<file path="config.mk">
export PLATFORM = sky130hd
export DESIGN_NAME = port_alloc_rr
export DESIGN_NICKNAME = d
export VERILOG_FILES = /design/src/rtl/port_alloc_rr_pkg.sv /design/src/rtl/port_alloc_rr_first_free.sv /design/src/rtl/port_alloc_rr.sv
export SDC_FILE = /design/constraint.sdc
export NUM_CORES = 1
export LEC_CHECK = 0
export ABC_AREA = 0
export CAP_MARGIN = 10
export CORE_MARGIN = 2
export CORE_UTILIZATION = 28
export CTS_CLUSTER_DIAMETER = 120
export DETAILED_ROUTE_END_ITERATION = 10
export PLACE_DENSITY = 0.52
export SLEW_MARGIN = 20
export SYNTH_ARGS = -nofsm -noshare
export SYNTH_HDL_FRONTEND = slang
export SYNTH_SLANG_ARGS = --single-unit
</file>
<file path="constraint.sdc">
create_clock -name clk -period 8.2 [get_ports clk]
set_clock_uncertainty 0.05 [all_clocks]
set_input_delay 1.64 -clock clk [delete_from_list [all_inputs] [get_ports clk]]
set_output_delay 1.64 -clock clk [all_outputs]
set_load 0.1 [all_outputs]
</file>
<file path="src/rtl/port_alloc_rr_pkg.sv">
// Shared constants for the router port allocator: default switch size, port
// index width and the "no port" code used by the downstream outSel translators.
package port_alloc_rr_pkg;
  localparam int DEF_NUM_CHANNEL = 5;
  localparam int LOG_NUM_PORT    = 3;
  localparam logic [LOG_NUM_PORT-1:0] NO_PORT = 3'd7;
endpackage

</file>
<file path="src/rtl/port_alloc_rr_first_free.sv">
// Combinational picker: one-hot lowest-index port that is requested and not yet taken.
module rr_first_free #(
  parameter int N = 5
) (
  input  logic [N-1:0] req,
  input  logic [N-1:0] taken,
  output logic [N-1:0] grant
);
  logic [N-1:0] avail;

  assign avail = req & ~taken;
  // Two's-complement trick isolates the lowest set bit.
  assign grant = avail & (~avail + N'(1));
endmodule

</file>
<file path="src/rtl/port_alloc_rr.sv">
// Registered round-robin output-port allocator: productive pass, then deflection pass.
// Optional deflection statistics counter built when DEFLECT_STAT_EN is defined.
module port_alloc_rr
  import port_alloc_rr_pkg::*;
#(
  parameter int NUM_CHANNEL = DEF_NUM_CHANNEL,
  parameter int PTR_W       = LOG_NUM_PORT,
  parameter int CNT_W       = 16
) (
  input  logic                               clk,
  input  logic                               reset,
  input  logic                               hold,
  input  logic [NUM_CHANNEL-1:0]             req_valid,
  input  logic [NUM_CHANNEL*NUM_CHANNEL-1:0] req_vec,
  output logic [NUM_CHANNEL*NUM_CHANNEL-1:0] alloc,
  output logic [NUM_CHANNEL-1:0]             alloc_valid,
  output logic [PTR_W-1:0]                   prio_ptr,
  output logic [CNT_W-1:0]                   deflect_cnt
);
  localparam int N = NUM_CHANNEL;

  logic [N-1:0]     req_arr    [N];
  logic [PTR_W-1:0] pos_idx    [N];
  logic [N-1:0]     grant_pos  [N];
  logic [N-1:0]     next_slice [N];
  logic [N-1:0]     defl_pos;
  logic [N*N-1:0]   next_alloc;
  logic [N-1:0]     next_valid;

  for (genvar i = 0; i < N; i++) begin : g_unpack
    assign req_arr[i] = req_vec[i*N +: N];
  end

  // Position k in the visiting order holds input (prio_ptr + k) mod N.
  // The taken mask ripples through positions: pass 1 first, then pass 2
  // continues from whatever pass 1 left taken.
  for (genvar k = 0; k < N; k++) begin : g_pos
    logic [PTR_W:0] pos_sum;
    logic [N-1:0]   p1_req, p1_in, p1_grant;
    logic [N-1:0]   p2_req, p2_in, p2_grant;
    logic           in_valid;

    assign pos_sum    = {1'b0, prio_ptr} + (PTR_W+1)'(k);
    assign pos_idx[k] = (pos_sum >= (PTR_W+1)'(N)) ? PTR_W'(pos_sum - (PTR_W+1)'(N))
                                                   : pos_sum[PTR_W-1:0];
    assign in_valid   = req_valid[pos_idx[k]];

    if (k == 0) begin : g_first
      assign p1_in = '0;
      assign p2_in = g_pos[N-1].p1_in | g_pos[N-1].p1_grant;
    end else begin : g_next
      assign p1_in = g_pos[k-1].p1_in | g_pos[k-1].p1_grant;
      assign p2_in = g_pos[k-1].p2_in | g_pos[k-1].p2_grant;
    end

    assign p1_req = in_valid ? req_arr[pos_idx[k]] : '0;
    assign p2_req = (in_valid && p1_grant == '0) ? '1 : '0;

    rr_first_free #(.N(N)) u_pass1 (.req(p1_req), .taken(p1_in), .grant(p1_grant));
    rr_first_free #(.N(N)) u_pass2 (.req(p2_req), .taken(p2_in), .grant(p2_grant));

    assign grant_pos[k] = p1_grant | p2_grant;
    assign defl_pos[k]  = |p2_grant;
  end

  always_comb begin
    for (int i = 0; i < N; i++) next_slice[i] = '0;
    for (int k = 0; k < N; k++) next_slice[pos_idx[k]] = grant_pos[k];
  end

  for (genvar i = 0; i < N; i++) begin : g_pack
    assign next_alloc[i*N +: N] = next_slice[i];
    assign next_valid[i]        = |next_slice[i];
  end

  always_ff @(posedge clk) begin
    if (reset) begin
      alloc       <= '0;
      alloc_valid <= '0;
      prio_ptr    <= '0;
    end else if (!hold) begin
      alloc       <= next_alloc;
      alloc_valid <= next_valid;
      if (|req_valid)
        prio_ptr <= (prio_ptr == PTR_W'(N-1)) ? '0 : prio_ptr + PTR_W'(1);
    end
  end

`ifdef DEFLECT_STAT_EN
  logic [CNT_W:0] cnt_sum;

  assign cnt_sum = {1'b0, deflect_cnt} + (CNT_W+1)'($countones(defl_pos));

  always_ff @(posedge clk) begin
    if (reset)
      deflect_cnt <= '0;
    else if (!hold)
      deflect_cnt <= cnt_sum[CNT_W] ? '1 : cnt_sum[CNT_W-1:0];
  end
`else
  logic unused_defl;

  assign unused_defl = ^defl_pos;
  assign deflect_cnt = '0;
`endif
endmodule

</file>
==> results.yml, run 1 <==
clock_tree:
  worstSkewPairLatency_ps: 280
  clkSlewWorstSetupHoldPaths_ps: 50
  numClockSinks: 33
  cts.repair_timing.setup_buffer_count: 0
  cts.hold.buffers_added: 0
  cts_root_buf: "sky130_fd_sc_hd__clkbuf_16"
  clockBufferDepth: 2
  tritoncts: "yes"
  cts_repair_resize_count: 0
  tritoncts_buffer_count: 5
  htreeDepth: 2
detailed_routing:
  ant_nets: 0
  wl_um: 29950
  first_pass_iters: 6
  vias: 8205
  routed_via_density: 6.569
  first_iter_violations: 1133
  routed_wire_length_per_instance_um: 23.98
  drc: 0
worst_setup_path:
  worstSetupPathType: "register to register"
  timing.critical_path.to_type: "register"
  crit_fanout: 60
  cp.arrival_ps: 7540
  crit_required_ps: 8320
  setup.worst_path.start_class: "register"
placed_design:
  gp_routability_congestion: 1.000
  place.detailed.hpwl_um: 23270
  numPortBuffers: 65
power:
  power.density_mw_per_mm2: 213.7
  worst_voltage_drop_across_the_vdd_grid_v: 0.0001507
  leak_nw: 2.696
global_route:
  grt_pass1_wl_um: 45530
  number_of_global_route_vias_before_repair: 7691
  grt_max_degree: 61
  globalRouteOverflowTotal: 0
  globalRouteTotalUtil: 0.2407
  grt_antenna_before_repair: 0
timing:
  rsz0062_at_grt: "false"
  slew-limit-headroom: 0.3005
  setup_viol: 0
  fin_hold_ws_ps: 436.4
  number_of_max_slew_violations_in_the_final_report: 0
  finalSetupTns_ps: 0
  worst-slew-pin-transition_ps: 1041
  hold_viol: 0
  post-route-min-period_ps: 7421
  finalCritPeriodShare: 0.9050
  maximum_achievable_frequency_mhz: 134.7
yosys:
  synth.yosys.warnings: 0
  synth.yosys.seq_area_share: 0.1022
  postSynthRegisterBits: 33
  synth-main-ff-cell: "sky130_fd_sc_hd__dfxtp_1"
  synth_top_area_share: 0.1022
  synth.distinct_cells: 107
  postSynthAreaPerCell_um2: 7.009
  area_leader_netlist: "sky130_fd_sc_hd__dfxtp_1"
  synth.cell_area_mm2: 0.006462
  synthCells: 922
  async_flop_share: 0
  synth.area.top_cells: "sky130_fd_sc_hd__dfxtp_1 10%, sky130_fd_sc_hd__a21oi_1 6.0%, sky130_fd_sc_hd__nor2_1 5.8%, sky130_fd_sc_hd__o21ai_0 4.3%, sky130_fd_sc_hd__nand2_1 4.2%"
  synth_enable_flop_cells: 0
layout:
  mostFrequentLayoutCell: "sky130_fd_sc_hd__nor2_1"
  mostFrequentLayoutCells: "100 x sky130_fd_sc_hd__nor2_1, 77 x sky130_fd_sc_hd__a21oi_1, 72 x sky130_fd_sc_hd__nand2_1"
  share_of_final_layout_standard_cells_stronger_than_drive_strength_1: 0.09544
  design.final.nets: 1006
  insertedDiodeCount: 0
  area_growth_synth_to_finish_pct: 15.04
  num-fill-cells: 2409
floorplanning:
  overall_die_height_um: 155.9
  start_util: 0.2854
  num_rows: 55
  design.die.area_mm2: 0.02431
  core-area_mm2: 0.02264
  boundaryPins: 82
  dieWidth_um: 155.9
hold_path:
  holdCritPathClass: "register to register"
run_status:
  outcome: "complete, no violations"
run:
  timing.max_cap.violations: 0
## per-stage QoR
| stage | worst slack [ps] | utilization | power [W] | cell area [um2] | instances |
|---|---|---|---|---|---|
| 2_1_floorplan | 1671 | - | 0.001065 | 6519 | 937 |
| 3_3_place_gp | 849.7 | 0.3219 | 0.001390 | 7287 | 1241 |
| 3_5_place_dp | 907.9 | 0.3219 | 0.001371 | 7287 | 1241 |
| 4_1_cts | 1036 | 0.3282 | 0.001561 | 7430 | 1249 |
| 5_1_grt | 361.7 | 0.3284 | 0.001669 | 7435 | 1249 |
| 6_report | 778.6 | 0.3284 | 0.001589 | 7435 | 1249 |
## Yosys cell counts (all sizes together) (23+ instances only)
| cell | instances |
|---|---|
| a211oi | 23 |
| a21oi | 77 |
| buf | 42 |
| clkbuf | 25 |
| dfxtp | 33 |
| nand2 | 72 |
| nand3 | 28 |
| nor2 | 103 |
| nor3 | 41 |
| o211ai | 23 |
| o21ai | 64 |
| o22ai | 24 |
## state kept, by name, summed over array words and instances, names as in the netlist
signal / cells
alloc_valid: 5
alloc: 25
prio_ptr: 3
## where the power goes
group | leakage (nW) | switching (W) | internal (W)
clock network | 0.0696 | 0.0000708 | 0.000111
registers | 0.271 | 0.0000120 | 0.000182
logic | 2.36 | 0.000853 | 0.000360
## critical path, stage by stage, from the launching register on
cell	delay [ps]
sky130_fd_sc_hd__dfxtp_2	320
sky130_fd_sc_hd__buf_4	490
sky130_fd_sc_hd__ha_1	690
sky130_fd_sc_hd__nor2b_1	390
sky130_fd_sc_hd__or3_1	180
sky130_fd_sc_hd__and2_1	520
sky130_fd_sc_hd__o221ai_1	230
sky130_fd_sc_hd__a31oi_1	750
sky130_fd_sc_hd__nand2_1	200
sky130_fd_sc_hd__a211oi_1	540
sky130_fd_sc_hd__a311o_1	470
sky130_fd_sc_hd__o21ai_0	310
sky130_fd_sc_hd__a2111oi_4	570
sky130_fd_sc_hd__o2111ai_1	320
sky130_fd_sc_hd__and3_1	260
sky130_fd_sc_hd__o21ai_2	120
sky130_fd_sc_hd__a211oi_2	130
sky130_fd_sc_hd__a221o_1	400
sky130_fd_sc_hd__o311a_1	340
## cell type report
class | count | area (um2) | area share
timing repair buffer | 86 | 808.3 | 0.1087
sequential | 33 | 661.9 | 0.08903
tap | 285 | 356.6 | 0.04796
clock buffer | 5 | 125.1 | 0.01683
multi-input combinational | 818 | 5394 | 0.7255
clock inverter | 3 | 17.52 | 0.002356
inverter | 19 | 71.32 | 0.009593
## routing by layer
metal / GRT usage / share of wire / up-vias
met5: 0 / 0 / -
li1: - / - / 3678
met2: 0.3734 / 0.43 / 592
met1: 0.3185 / 0.41 / 3834
met3: 0.04472 / 0.11 / 101
met4: 0.1228 / 0.048 / 0
## worst paths after layout
kind | startpoint | endpoint | slack (ps) | cells past startpoint
max reg2reg | prio_ptr[0] | alloc_valid[0] | 780 | 18
min | alloc[20] | alloc[20] | 440 | 1
max | prio_ptr[0] | alloc_valid[0] | 780 | 18
min reg2reg | alloc[20] | alloc[20] | 440 | 1
## cell families (layout without fill, tap and decap cells)
kind of cell / after synthesis / after routing / share of synthesized area
buf+inv: 86 / 113 / 0.07260
xor+xnor: 3 / 3 / 0.004067
flops: 33 / 33 / 0.1022
other cells: 1 / 16 / 0.0005803
compound gates: 397 / 397 / 0.4618
mux: 30 / 30 / 0.05247
simple gates: 360 / 360 / 0.2825
fa+ha+maj: 12 / 12 / 0.02381
Note: power is estimated with default switching activity, not from simulation.
==> run 2: changes to the inputs <==
CORE_MARGIN = 3   (was 2)
clock period = 8.9 ns   (was 8.2 ns; I/O delays follow)
==> run 2 against run 1 <==
  * Critical path depth shrank 1
  * First-iteration DRC count shrank 2.2%
  * Sequential cell count unchanged
  * Total power is 5.6% lower
  * Die area is 2.6% higher
  * Largest power group unchanged
  * Global-route usage is 0.57 points lower
  * Hold slack worse by 15 ps
  * Setup slack better by 640 ps
  * Register-to-register slack gained 640 ps
==> results.yml, run 2 (synthesis gave the netlist of run 1 again) <==
timing:
  hold_viol: 0
  rsz0062_at_grt: "false"
  worst-slew-pin-transition_ps: 1013
  maximum_achievable_frequency_mhz: 133.7
  fin_hold_ws_ps: 421.3
  finalCritPeriodShare: 0.8401
  slew-limit-headroom: 0.3245
  setup_ws_ps: 1423
  setup_viol: 0
  post-route-min-period_ps: 7477
  number_of_max_slew_violations_in_the_final_report: 0
  finalSetupTns_ps: 0
hold_path:
  min_delay_worst_endpoint: "alloc[18]"
  timing.hold.worst_path_depth: 2
  hold_start: "alloc[18]"
  holdCritPathClass: "register to register"
detailed_routing:
  first_iter_violations: 1108
  wl_um: 30160
  vias: 8108
  drc: 0
  first_pass_iters: 5
  routed_via_density: 6.533
  ant_nets: 0
  routed_wire_length_per_instance_um: 24.30
clock_tree:
  numClockSinks: 33
  cts.hold.buffers_added: 0
  htreeDepth: 2
  clockBufferDepth: 2
  cts_root_buf: "sky130_fd_sc_hd__clkbuf_16"
  tritoncts: "yes"
  cts_repair_resize_count: 0
  worstSkewPairLatency_ps: 280
  clkSlewWorstSetupHoldPaths_ps: 50
  cts.repair_timing.setup_buffer_count: 0
  tritoncts_buffer_count: 5
floorplanning:
  overall_die_height_um: 157.9
  dieWidth_um: 157.9
  num_rows: 54
  start_util: 0.2907
  design.die.area_mm2: 0.02494
  core-area_mm2: 0.02223
  boundaryPins: 82
worst_setup_path:
  crit_path_start: "prio_ptr[2]"
  rr_startpoint: "prio_ptr[2]"
  cp_top_family: "compound AO/OA/AOI/OAI gates"
  r2r_cells: 17
  critPathMostFrequentCell: "sky130_fd_sc_hd__nor3b_1"
  cp.arrival_ps: 7610
  crit_required_ps: 9030
  r2r_end: "alloc_valid[1]"
  timing.critical_path.to_type: "register"
  reg2reg_setup_slack_ps: 1420
  crit_fanout: 20
  worstPathCellList: "ha_1 > nand2b_1 > nor3_1 > o31ai_4 > o221ai_1 > a31oi_1 > a221o_1 > nand2_1 > a311oi_2 > nor3b_1 > nor3b_1 > o2111ai_1 > a211oi_1 > o21ai_2 > a211oi_2 > mux2i_1 > o31ai_1"
  setup.worst_path.start_class: "register"
  worstPathBufferInverterCount: 0
  cpPeakStageDelay_ps: 950
  worstSetupPathType: "register to register"
  timing.critical_path.slowest_stage_cell: "sky130_fd_sc_hd__ha_1"
layout:
  instances_no_fill: 1241
  postLayoutCellArea_mm2: 0.007436
  share_of_final_layout_standard_cells_stronger_than_drive_strength_1: 0.09157
  area_growth_synth_to_finish_pct: 15.06
  insertedDiodeCount: 0
  num-fill-cells: 2390
  mostFrequentLayoutCell: "sky130_fd_sc_hd__nor2_1"
  design.final.nets: 1003
  largestRegisters: "alloc: 25 flops, alloc_valid: 5 flops, prio_ptr: 3 flops"
  largest_register: "alloc"
  mostFrequentLayoutCells: "100 x sky130_fd_sc_hd__nor2_1, 77 x sky130_fd_sc_hd__a21oi_1, 72 x sky130_fd_sc_hd__nand2_1"
  largest_register_ffs: 25
global_route:
  number_of_global_route_vias_before_repair: 7523
  grt_antenna_before_repair: 0
  globalRouteTotalUtil: 0.2350
  grt_max_degree: 61
  globalRouteOverflowTotal: 0
  grt_pass1_wl_um: 45670
power:
  worst_voltage_drop_across_the_vdd_grid_v: 0.0001689
  leak_nw: 2.696
  power.density_mw_per_mm2: 201.6
placed_design:
  dp.cells: 1233
  postPlaceCellArea_mm2: 0.007258
  numPortBuffers: 65
  place.detailed.hpwl_um: 23500
  pre_cts_ws_ps: 1434
  gp_routability_congestion: 1.014
run:
  timing.max_cap.violations: 0
run_status:
  outcome: "complete, no violations"
==> run 2: report_power, final <==
part / internal (W) / switching [W] / leakage, nW
clock network: 0.000140 / 0.0000613 / 0.0841
logic: 0.000331 / 0.000788 / 2.34
registers: 0.000168 / 0.0000113 / 0.271
total: 0.000638 / 0.000861 / 2.70
==> run 2: how the worst max path moves through the flow <==
stage / to / depth (start not counted)
3_5_place_dp: alloc_valid[1] / 15
4_1_cts: alloc_valid[1] / 16
3_3_place_gp: alloc[9] / 16
6_report: alloc_valid[1] / 17
2_1_floorplan: alloc_valid[0] / 21
5_1_grt: alloc_valid[1] / 17
==> run 2: worst reg2reg max path: stages, from the launching register on <==
cell and delay [ps]:
sky130_fd_sc_hd__dfxtp_1 720, sky130_fd_sc_hd__ha_1 950, sky130_fd_sc_hd__nand2b_1 230, sky130_fd_sc_hd__nor3_1 110, sky130_fd_sc_hd__o31ai_4 570, sky130_fd_sc_hd__o221ai_1 250, sky130_fd_sc_hd__a31oi_1 760, sky130_fd_sc_hd__a221o_1 440
sky130_fd_sc_hd__nand2_1 320, sky130_fd_sc_hd__a311oi_2 690, sky130_fd_sc_hd__nor3b_1 160, sky130_fd_sc_hd__nor3b_1 510, sky130_fd_sc_hd__o2111ai_1 190, sky130_fd_sc_hd__a211oi_1 400, sky130_fd_sc_hd__o21ai_2 100, sky130_fd_sc_hd__a211oi_2 460
sky130_fd_sc_hd__mux2i_1 220, sky130_fd_sc_hd__o31ai_1 240
==> run 2: layout make-up <==
class	instances	area, um2	area share
Clock buffer	7	142.6	0.01918
Clock inverter	1	30.03	0.004038
Inverter	19	71.32	0.009591
Multi-Input combinational cell	818	5394	0.7254
Sequential cell	33	661.9	0.08901
Tap cell	280	350.3	0.04711
Timing Repair Buffer	83	785.8	0.1057
==> run 2: metal layers <==
layer | GRT usage | wire [um] | vias up
met5 | 0 | 0 | -
met4 | 0.08802 | 1168 | 0
met3 | 0.04511 | 2998 | 80
met2 | 0.3656 | 13190 | 517
met1 | 0.3220 | 12800 | 3843
li1 | - | - | 3668
==> run 2: metrics by stage <==
stage,utilization,power (W)
2_1_floorplan,-,0.0009811
3_3_place_gp,0.3265,0.001281
3_5_place_dp,0.3265,0.001267
4_1_cts,0.3343,0.001476
5_1_grt,0.3345,0.001582
6_report,0.3345,0.001499
